==> config.mk <==
export PLATFORM = sky130hd
export DESIGN_NAME = tdm_demux4
export DESIGN_NICKNAME = d
export VERILOG_FILES = /design/src/rtl/tdm_demux4.sv
export SDC_FILE = /design/constraint.sdc
export NUM_CORES = 1
export LEC_CHECK = 0
export BUFFER_PORTS_ARGS = -buffer_cell sky130_fd_sc_hd__buf_2
export CAP_MARGIN = 25
export CELL_PAD_IN_SITES_DETAIL_PLACEMENT = 1
export CELL_PAD_IN_SITES_GLOBAL_PLACEMENT = 2
export CORE_MARGIN = 3
export CORE_UTILIZATION = 25
export DETAILED_ROUTE_END_ITERATION = 10
export PLACE_DENSITY = 0.66
export SLEW_MARGIN = 25
export SYNTH_ARGS = -nofsm -noshare
export SYNTH_HDL_FRONTEND = slang
export SYNTH_SLANG_ARGS = --single-unit
==> constraint.sdc <==
create_clock -name clk -period 2.3 [get_ports clk]
set_input_delay 0.23 -clock clk [delete_from_list [all_inputs] [get_ports clk]]
set_output_delay 0.23 -clock clk [all_outputs]
set_load 0.01 [all_outputs]
==> src/rtl/tdm_demux4.sv <==
`default_nettype none
// ============================================================================
// Module      : tdm_demux4
// Description : Receive end of a 4-slot TDM link. Locks onto a frame-sync
//               pulse, tracks the slot number, gathers one W-bit sample per
//               slot into shadow registers and publishes complete frames on
//               a/b/c/d together with a one-cycle frame_valid pulse. Framing
//               violations produce a one-cycle sync_err pulse.
//               Optional feature macro: TDM_ERR_CNT_EN (adds saturating
//               8-bit err_cnt output counting sync_err pulses).
// Revision    : 1.0 - initial release
// ============================================================================
module tdm_demux4 #(
  parameter int W = 1
) (
  input  logic         clk,
  input  logic         rst_n,
  input  logic         en,
  input  logic         sync,
  input  logic [W-1:0] din,
  output logic [W-1:0] a,
  output logic [W-1:0] b,
  output logic [W-1:0] c,
  output logic [W-1:0] d,
  output logic [1:0]   S,
`ifdef TDM_ERR_CNT_EN
  output logic [7:0]   err_cnt,
`endif
  output logic         frame_valid,
  output logic         sync_err
);

  typedef enum logic [0:0] {
    ST_HUNT   = 1'b0,
    ST_LOCKED = 1'b1
  } state_t;

  state_t         state_q, state_d;
  logic [1:0]     s_q, s_d;
  logic [W-1:0]   sh0_q, sh0_d;
  logic [W-1:0]   sh1_q, sh1_d;
  logic [W-1:0]   sh2_q, sh2_d;
  logic [W-1:0]   a_q, a_d;
  logic [W-1:0]   b_q, b_d;
  logic [W-1:0]   c_q, c_d;
  logic [W-1:0]   d_q, d_d;
  logic           fv_q, fv_d;
  logic           se_q, se_d;

  // State, slot counter, shadow and frame registers; async clear drops any partial frame
  always_ff @(posedge clk or negedge rst_n) begin
    if (!rst_n) begin
      state_q <= ST_HUNT;
      s_q     <= 2'd0;
      sh0_q   <= '0;
      sh1_q   <= '0;
      sh2_q   <= '0;
      a_q     <= '0;
      b_q     <= '0;
      c_q     <= '0;
      d_q     <= '0;
      fv_q    <= 1'b0;
      se_q    <= 1'b0;
    end else begin
      state_q <= state_d;
      s_q     <= s_d;
      sh0_q   <= sh0_d;
      sh1_q   <= sh1_d;
      sh2_q   <= sh2_d;
      a_q     <= a_d;
      b_q     <= b_d;
      c_q     <= c_d;
      d_q     <= d_d;
      fv_q    <= fv_d;
      se_q    <= se_d;
    end
  end

  // Framing FSM: slot tracking, sample capture and frame publication per strobe
  always_comb begin
    state_d = state_q;
    s_d     = s_q;
    sh0_d   = sh0_q;
    sh1_d   = sh1_q;
    sh2_d   = sh2_q;
    a_d     = a_q;
    b_d     = b_q;
    c_d     = c_q;
    d_d     = d_q;
    fv_d    = 1'b0;
    se_d    = 1'b0;
    if (en) begin
      case (state_q)
        ST_HUNT: begin
          // Samples before the first sync are simply ignored
          if (sync) begin
            sh0_d   = din;
            s_d     = 2'd1;
            state_d = ST_LOCKED;
          end
        end
        ST_LOCKED: begin
          if (sync) begin
            // A sync mid-frame abandons the partial frame and restarts at slot 0
            if (s_q != 2'd0) se_d = 1'b1;
            sh0_d = din;
            s_d   = 2'd1;
          end else begin
            case (s_q)
              2'd0: begin
                // Expected a sync here: lock is lost
                se_d    = 1'b1;
                s_d     = 2'd0;
                state_d = ST_HUNT;
              end
              2'd1: begin
                sh1_d = din;
                s_d   = 2'd2;
              end
              2'd2: begin
                sh2_d = din;
                s_d   = 2'd3;
              end
              default: begin
                // Slot 3 goes straight to d so the frame appears one clock after its last sample
                a_d  = sh0_q;
                b_d  = sh1_q;
                c_d  = sh2_q;
                d_d  = din;
                fv_d = 1'b1;
                s_d  = 2'd0;
              end
            endcase
          end
        end
        default: begin
          state_d = ST_HUNT;
          s_d     = 2'd0;
        end
      endcase
    end
  end

`ifdef TDM_ERR_CNT_EN
  logic [7:0] errcnt_q;

  // Saturating count of framing violations, advanced together with each sync_err pulse
  always_ff @(posedge clk or negedge rst_n) begin
    if (!rst_n) begin
      errcnt_q <= 8'd0;
    end else if (se_d && (errcnt_q != 8'hFF)) begin
      errcnt_q <= errcnt_q + 8'd1;
    end
  end

  assign err_cnt = errcnt_q;
`endif

  assign a           = a_q;
  assign b           = b_q;
  assign c           = c_q;
  assign d           = d_q;
  assign S           = s_q;
  assign frame_valid = fv_q;
  assign sync_err    = se_q;

endmodule
`default_nettype wire

==> impl_summary.md, run 1 <==
Run status
The flow ran to the end, and the final reports show no timing, DRC or antenna violations.

Finish
The final antenna diode count is 0. In the layout the commonest cells are sky130_fd_sc_hd__dfrtp_1 (12), sky130_fd_sc_hd__buf_2 (12), sky130_fd_sc_hd__mux2_2 (7), sky130_fd_sc_hd__ha_1 (6), sky130_fd_sc_hd__inv_1 (4). Relative to the synthesized area, the layout overhead comes to 18.2%. In the final design database the tool counted 73 nets. The final instance area is 723 um2.

At the end of the flow the core is filled with cells to 31.8%. Cells with a size suffix above 1 make up 41.0% of the layout.

Clocking
The clock sink count is 12. The buffer levels on the longest clock path is 2. The CTS tree is yes. Clock tree synthesis inserted a total of 3 buffers. After clock tree synthesis, the clock-pin slew on the worst setup and hold paths is 80 ps. In this run the number of H-tree levels came out at 1.

In this run the clock root is driven by a sky130_fd_sc_hd__clkbuf_4. The clock network latency to the later pin of the worst-skew pair is 270 ps. The count of cells resized by post-cts repair is 0.

Critical path
The signal arrival time at the worst endpoint is 1500 ps. The maximum fanout along the worst path is 6. The worst setup path is captured at a flop.

Traced cell by cell, the critical path runs through inv_1 -> ha_1 -> nand4b_1 -> mux2_2. Data on the critical path is required at its endpoint by 2460 ps. The standard cell with the maximum stage delay on the critical path is sky130_fd_sc_hd__dfrtp_1.

By startpoint and endpoint, the worst setup path is classified as reg -> reg. The worst setup path is launched from a flop. The largest single stage delay on the critical path is 470 ps.

Drt
Dividing the detail-routed via count by the number of cells gives 4.52. The first routing iteration left 2 violations. The number of vias in the routed layout is 402.

The detail-routed net length per standard cell is 12.7 um. In the routed design, unresolved DRC markers number 0. The total detailed-routing wirelength is 1.13 mm. The iteration count of the initial detailed-routing pass is 2. The number of routed nets with antenna violations is 0.

Yosys
The Yosys step of the flow raised 0 warnings. Sequential cells were found to cover 49.1% of the synthesized design area. After synthesis, the cell types taking the most area are sky130_fd_sc_hd__dfrtp_1 (49%), sky130_fd_sc_hd__mux2_2 (13%), sky130_fd_sc_hd__ha_1 (12%), sky130_fd_sc_hd__nand4b_4 (3.9%), sky130_fd_sc_hd__buf_6 (3.7%). The post-synthesis instance area is 612 um2. The post-synth net total is 58.

The biggest area contributor in the post-synthesis netlist is sky130_fd_sc_hd__dfrtp_1. The average instance in the mapped netlist occupies 13.0 um2. The proportion of netlist area held by the largest area contributor is 49.1%.

Synthesis instantiated 17 different standard cells from the library. The number of instances in the synthesized netlist is 47. The synthesized design contains 12 register bits.

Power
Of the total power, registers draw 46.8%. Combinational cells account for 31.6% of the total power. In this run the static leakage power is 0.000370 uW.

The ratio of total power to cell area is 1050 nW/um2. Net switching is 32.9% of the power. The power after layout is 763 uW. Summed over all nets, the switching power comes to 251 uW. The maximum vdd drop is 0.000378 V. The clock network burns 21.6% of the power. Internal power comes to 512 uW.

Floorplan
The number of standard-cell rows in the floorplan is 17. The floorplan step set the die height to 55.5 um. The horizontal extent of the die is 55.5 um. The core region is 2280 um2.

The die covers 3080 um2. The initial utilization of the core area, before any placement, comes to 26.9%. In this run the count of I/O pins placed on the die edge is 13.

Hold path
The type of the worst min-delay path is in -> reg.

Timing
The post-route setup TNS is 0 ps. Final hold analysis gives a worst-case slack of 242 ps. Static timing analysis puts the maximum clock frequency at 0.743 GHz. Setup repair after global routing left no endpoint under its margin. The number of endpoints with negative hold slack in the final report is 0. The worst path needs 1350 ps of the cycle, external delays included. Setup violations remaining at the end of the flow were counted as 0. The normalized max-slew margin is 75.4%. The measured slew at the worst slew-check pin is 369 ps. The maximum clock skew at final layout is 1.01 ps. The count of final max-slew check failures came to 0. The share of the cycle needed by the critical path after routing is 58.5%.

Global route
The number of antenna violations at the first check in global routing is 0. The total global routing track utilization is 8.13%. The first global-routing pass estimated 1.92 mm of wire. The maximum number of pins on one net before global-route repair is 13. The number of global-route vias before repair was 417. The total overflow reported by the global router is 0.

Flow run
The total of max-cap violations is 0.

Place
The number of buffers added on ports is 12. The placer congestion estimate is 0.731. The HPWL after detailed placement is 827 um. In this run the cell area measured after placement is 677 um2.
==> cell type report <==
type | instances | area (um2)
fill | 260 | 1550
sequential | 12 | 300
multi-input combinational | 28 | 267
timing repair buffer | 13 | 70.1
clock buffer | 4 | 36.3
tap | 28 | 35.0
inverter | 4 | 15.0
==> final timing paths <==
path / start / depth (start not counted) / slack [ps] / endpoint
min in group asynchronous: rst_n / 2 / 370 / d
setup / recovery: S[0] / 4 / 950 / sh2_q
hold / removal: din / 2 / 240 / d
hold reg to reg: d / 1 / 500 / d
setup reg to reg: S[0] / 4 / 950 / sh2_q
max in group asynchronous: rst_n / 2 / 1720 / sh2_q
==> flip-flops by register name, indices dropped and copies added (netlist names) <==
name	count
sh2_q	1
sh0_q	1
b	1
c	1
sh1_q	1
sync_err	1
state_q	1
S	2
d	1
a	1
frame_valid	1
==> through the flow <==
stage	worst slack [ps]	cells
5_1_grt	894	89
2_1_floorplan	1030	47
6_report	954	89
3_3_place_gp	983	84
4_1_cts	961	89
3_5_place_dp	968	84
==> per-layer routing <==
layer | wire length [um] | GRT usage, % | vias up
met5 | 0 | 0 | -
met4 | 14 | 6.25 | 0
met3 | 42 | 0.701 | 2
met2 | 522 | 13.5 | 9
met1 | 549 | 9.55 | 198
li1 | - | - | 193
==> cells by family after synthesis <==
| group | count (synthesis) | share of synthesized area, % |
|---|---|---|
| AND/OR/NAND/NOR | 12 | 15.1 |
| flip-flops | 12 | 49.1 |
| buffers and inverters | 7 | 7.36 |
| multiplexers | 7 | 12.9 |
| adder cells (fa/ha/maj) | 6 | 12.3 |
| AO/OA/AOI/OAI | 3 | 3.27 |
==> critical path: cells and delay by family, from the launching register on <==
| family | cells | cell delay, ps |
|---|---|---|
| DFF | 1 | 470 |
| muxes | 1 | 330 |
| adders and majority gates | 1 | 220 |
| buffers and inverters | 1 | 120 |
| and+or+nand+nor | 1 | 100 |
==> cells in the mapped netlist (all sizes together) <==
| master | number |
|---|---|
| o221ai | 1 |
| nand4b | 3 |
| a21oi | 1 |
| nor2 | 2 |
| nand3 | 1 |
| buf | 3 |
| ha | 6 |
| dfrtp | 12 |
| a31oi | 1 |
| inv | 4 |
| mux2 | 7 |
| nand2 | 2 |
| or3b | 1 |
| nor3 | 2 |
| and4bb | 1 |
==> power groups by stage <==
stage	logic (uW)	registers (uW)	clock network [uW]
after global placement	242	358	0
after detailed placement	246	363	0
final	241	357	165
after global routing	273	371	185
after floorplan	157	363	0
after CTS	248	359	173
==> what timing repair did <==
item | in CTS | in global routing
buffers inserted | 0 | 0
hold buffers | 1 | 0
endpoints found under the hold margin | 12 | 0
No activity file was read; power rests on OpenSTA's default activity.
==> run 2, diff against run 1 <==
--- a/config.mk
+++ b/config.mk
@@ -12,7 +12,7 @@
 export CORE_MARGIN = 3
 export CORE_UTILIZATION = 25
 export DETAILED_ROUTE_END_ITERATION = 10
-export PLACE_DENSITY = 0.66
+export PLACE_DENSITY = 0.68
 export SLEW_MARGIN = 25
 export SYNTH_ARGS = -nofsm -noshare
 export SYNTH_HDL_FRONTEND = slang
==> constraint.sdc (replaced) <==
create_clock -name clk -period 1.1 [get_ports clk]
set_input_delay 0.11 -clock clk [delete_from_list [all_inputs] [get_ports clk]]
set_output_delay 0.11 -clock clk [all_outputs]
set_load 0.01 [all_outputs]
==> run 2 against run 1 <==
  * The flow now finishes with violations (negative setup slack)
  * Clock skew increased by 2.6 ps
  * Wire length is 17% higher
  * Critical path depth did not move
  * Sequential share of layout area fell by 6.5 points
  * Setup slack got worse by 1100 ps
  * Die area is the same
  * Worst hold slack got worse by 120 ps
  * First-iteration DRC count unchanged
  * Fmax increased by 7.3%
==> impl_summary.md, run 2 (synthesis gave the netlist of run 1 again) <==
Run status
The run finished, with violations left. The checks that failed: negative setup slack.

Clocking
The number of buffers created by CTS is 3 (unchanged). The clock sink count is 12 (unchanged). The cell sitting at the root of the clock tree is a sky130_fd_sc_hd__clkbuf_4. The clock network latency to the later pin of the worst-skew pair is 270 ps (about the same). The CTS tree is yes. The post-CTS clock slew at the launch and capture registers of the worst setup and hold paths is 80 ps (about the same).

The buffer levels on the longest clock path is 2 (unchanged). The H-tree depth is 1 (unchanged).

Timing
The maximum clock skew at final layout is 3.61 ps (+2.60 ps). The highest achievable clock rate came to 0.797 GHz (+7.3%). The normalized max-slew margin is 79.9% (+4.5 points). The worst setup slack after layout is -154 ps (-1110 ps). The measured slew at the worst slew-check pin is 301 ps (-68.0 ps). Setup repair after global routing could not meet its margin everywhere. The minimum period implied by the final worst setup slack is 1250 ps (-92.0 ps).

The number of failing setup endpoints in the final timing report is 12 (+12). The number of endpoints with negative hold slack in the final report is 0 (unchanged). The count of final max-slew check failures came to 0 (unchanged). The share of the cycle needed by the critical path after routing is 114% (+55 points).

Place
The placer congestion estimate is 0.737 (+0.89%). The HPWL after detailed placement is 922 um (+11%). The number of buffers added on ports is 12 (unchanged). The worst setup slack after placement was -162 ps (-1130 ps).

Drt
The iteration count of the initial detailed-routing pass came to 2 (unchanged). The residual DRC count is 0 (unchanged). The total detailed-routing wirelength is 1.33 mm (+17%).

The via density per instance is 4.52 (about the same). The detail-routed net length per standard cell is 13.5 um (+6.6%). The number of vias in the routed layout is 443 (+10%). The number of routed nets with antenna violations is 0 (unchanged).

The number of DRC markers in iteration 0 is 2 (unchanged).

Critical path
The maximum fanout along the worst path is 4 (-2). The signal arrival time at the worst endpoint is 1410 ps (-90 ps). The worst stage delay on the critical path is 470 ps (about the same). Broken down by cell family, the worst path's largest delay share belongs to flip-flops.

The number of gates on the worst path with buffers counted came to 4 (unchanged). The largest individual stage delay along the critical path comes from the cell sky130_fd_sc_hd__dfrtp_2. The critical path required time is 1260 ps (-1200 ps).

The length in cells of the worst reg-to-reg path is 4 (unchanged). The end of the critical path is sh2_q. The reg-to-reg setup timing slack is -150 ps (-1110 ps). The kind of critical path is reg -> reg. The category of the worst setup path capture point is a flop. In this run the worst setup path begins at S[0]. The critical path buffer and inverter count is 1 (unchanged). The critical path launch point type is a flop. The launch point of the worst reg-to-reg path is S[0]. Walking the worst path, the cells encountered are inv_4 -> ha_4 -> nand4b_1 -> mux2_4. The terminus of the critical flop-to-flop path is sh2_q.

Power
The ratio of total power to cell area came to 2280 nW/um2 (+120%). The maximum vdd drop is 0.000992 V (+160%). The power after layout is 1970 uW (+160%). The leakage power of the design is 0.000432 uW (+17%).

Global route
The number of global-route vias before repair is 507 (+22%). The maximum number of pins on one net before global-route repair is 13 (unchanged). The total overflow reported by the global router was 0 (unchanged). The first-pass GRT wire length is 2.44 mm (+27%).

The total global routing track utilization was 10.2% (+2.1 points). The number of antenna violations at the first check in global routing is 0 (unchanged).

Finish
The area of all sequential standard cells is 303 um2 (+0.83%). The number of flip-flops under the largest register name is 2 (unchanged). The final antenna diode count is 0 (unchanged). Relative to the synthesized area, the layout overhead comes to 41.3%.

The share of post-route cells with drive strength above 1 was 60.0% (+19 points). The area used by multi-input combinational logic came to 318 um2 (+19%). In the layout the commonest cells are sky130_fd_sc_hd__buf_2 (11), sky130_fd_sc_hd__dfrtp_1 (10), sky130_fd_sc_hd__buf_4 (6), sky130_fd_sc_hd__mux2_4 (5), sky130_fd_sc_hd__buf_6 (4). The most common cell after layout, fill and taps aside is sky130_fd_sc_hd__buf_2.

The fill cell total of the finished layout was 261 (+0.38%). The number of nets in the layout was 82 (+12%).

Floorplan
The die outline area is 3080 um2 (unchanged). The floorplan die height is 55.5 um (unchanged). The horizontal extent of the die is 55.5 um (unchanged). The number of standard-cell rows in the floorplan was 17 (unchanged).

The top-level port count is 13 (unchanged). The initial core utilization was 26.9% (unchanged). The placeable core area is 2280 um2 (unchanged).

Hold path
The min-delay analysis places its worst path in the category in -> reg. The startpoint identified for the worst hold timing path is din.

Flow run
The total of max-cap violations is 0 (unchanged).
-- run 2: layer usage --
metal,track usage (%),vias to the layer above,wire (um)
met5,0,-,0
li1,-,207,-
met3,4.44,0,83
met1,11.9,225,548
met2,17.2,11,693
met4,2.08,0,0
-- run 2: how the worst min path moves through the flow --
stage | cells past startpoint | end | slack (ps)
floorplan | 0 | S[0] | -190
CTS | 2 | sh2_q | 120
finish | 2 | d | 120
global route | 2 | sh2_q | 110
global placement | 1 | sync_err | 8
detailed placement | 1 | sync_err | 8
-- run 2: power by group --
group | internal [uW] | total (uW) | leakage (uW) | switching [uW]
clock network | 201 | 356 | 0.0000210 | 154
registers | 613 | 775 | 0.000145 | 161
logic | 507 | 841 | 0.000266 | 335
-- run 2: cell type report --
type,count,share of cell area (%)
Multi-Input combinational cell,28,36.8
Inverter,4,2.03
Clock buffer,4,4.20
Timing Repair Buffer,22,17.9
Tap cell,28,4.05
Sequential cell,12,35.0
-- run 2: what timing repair did --
item	4_1_cts	5_1_grt
buffers inserted	5	0
hold endpoints to repair	12	0
gates resized for setup	5	8
setup endpoints to repair	12	12
hold buffers	1	0
pin swaps	2	2
-- run 2: stage by stage --
stage | cell area (um2) | utilization [%] | TNS, ps | hold slack [ps] | instances
finish | 865 | 38.0 | -1150 | 119 | 98
global route | 865 | 38.0 | -1810 | 115 | 98
CTS | 840 | 36.9 | -1170 | 116 | 99
detailed placement | 737 | 32.4 | -757 | 8.09 | 89
global placement | 737 | 32.4 | -530 | 8.23 | 89
floorplan | 634 | - | -483 | -186 | 47
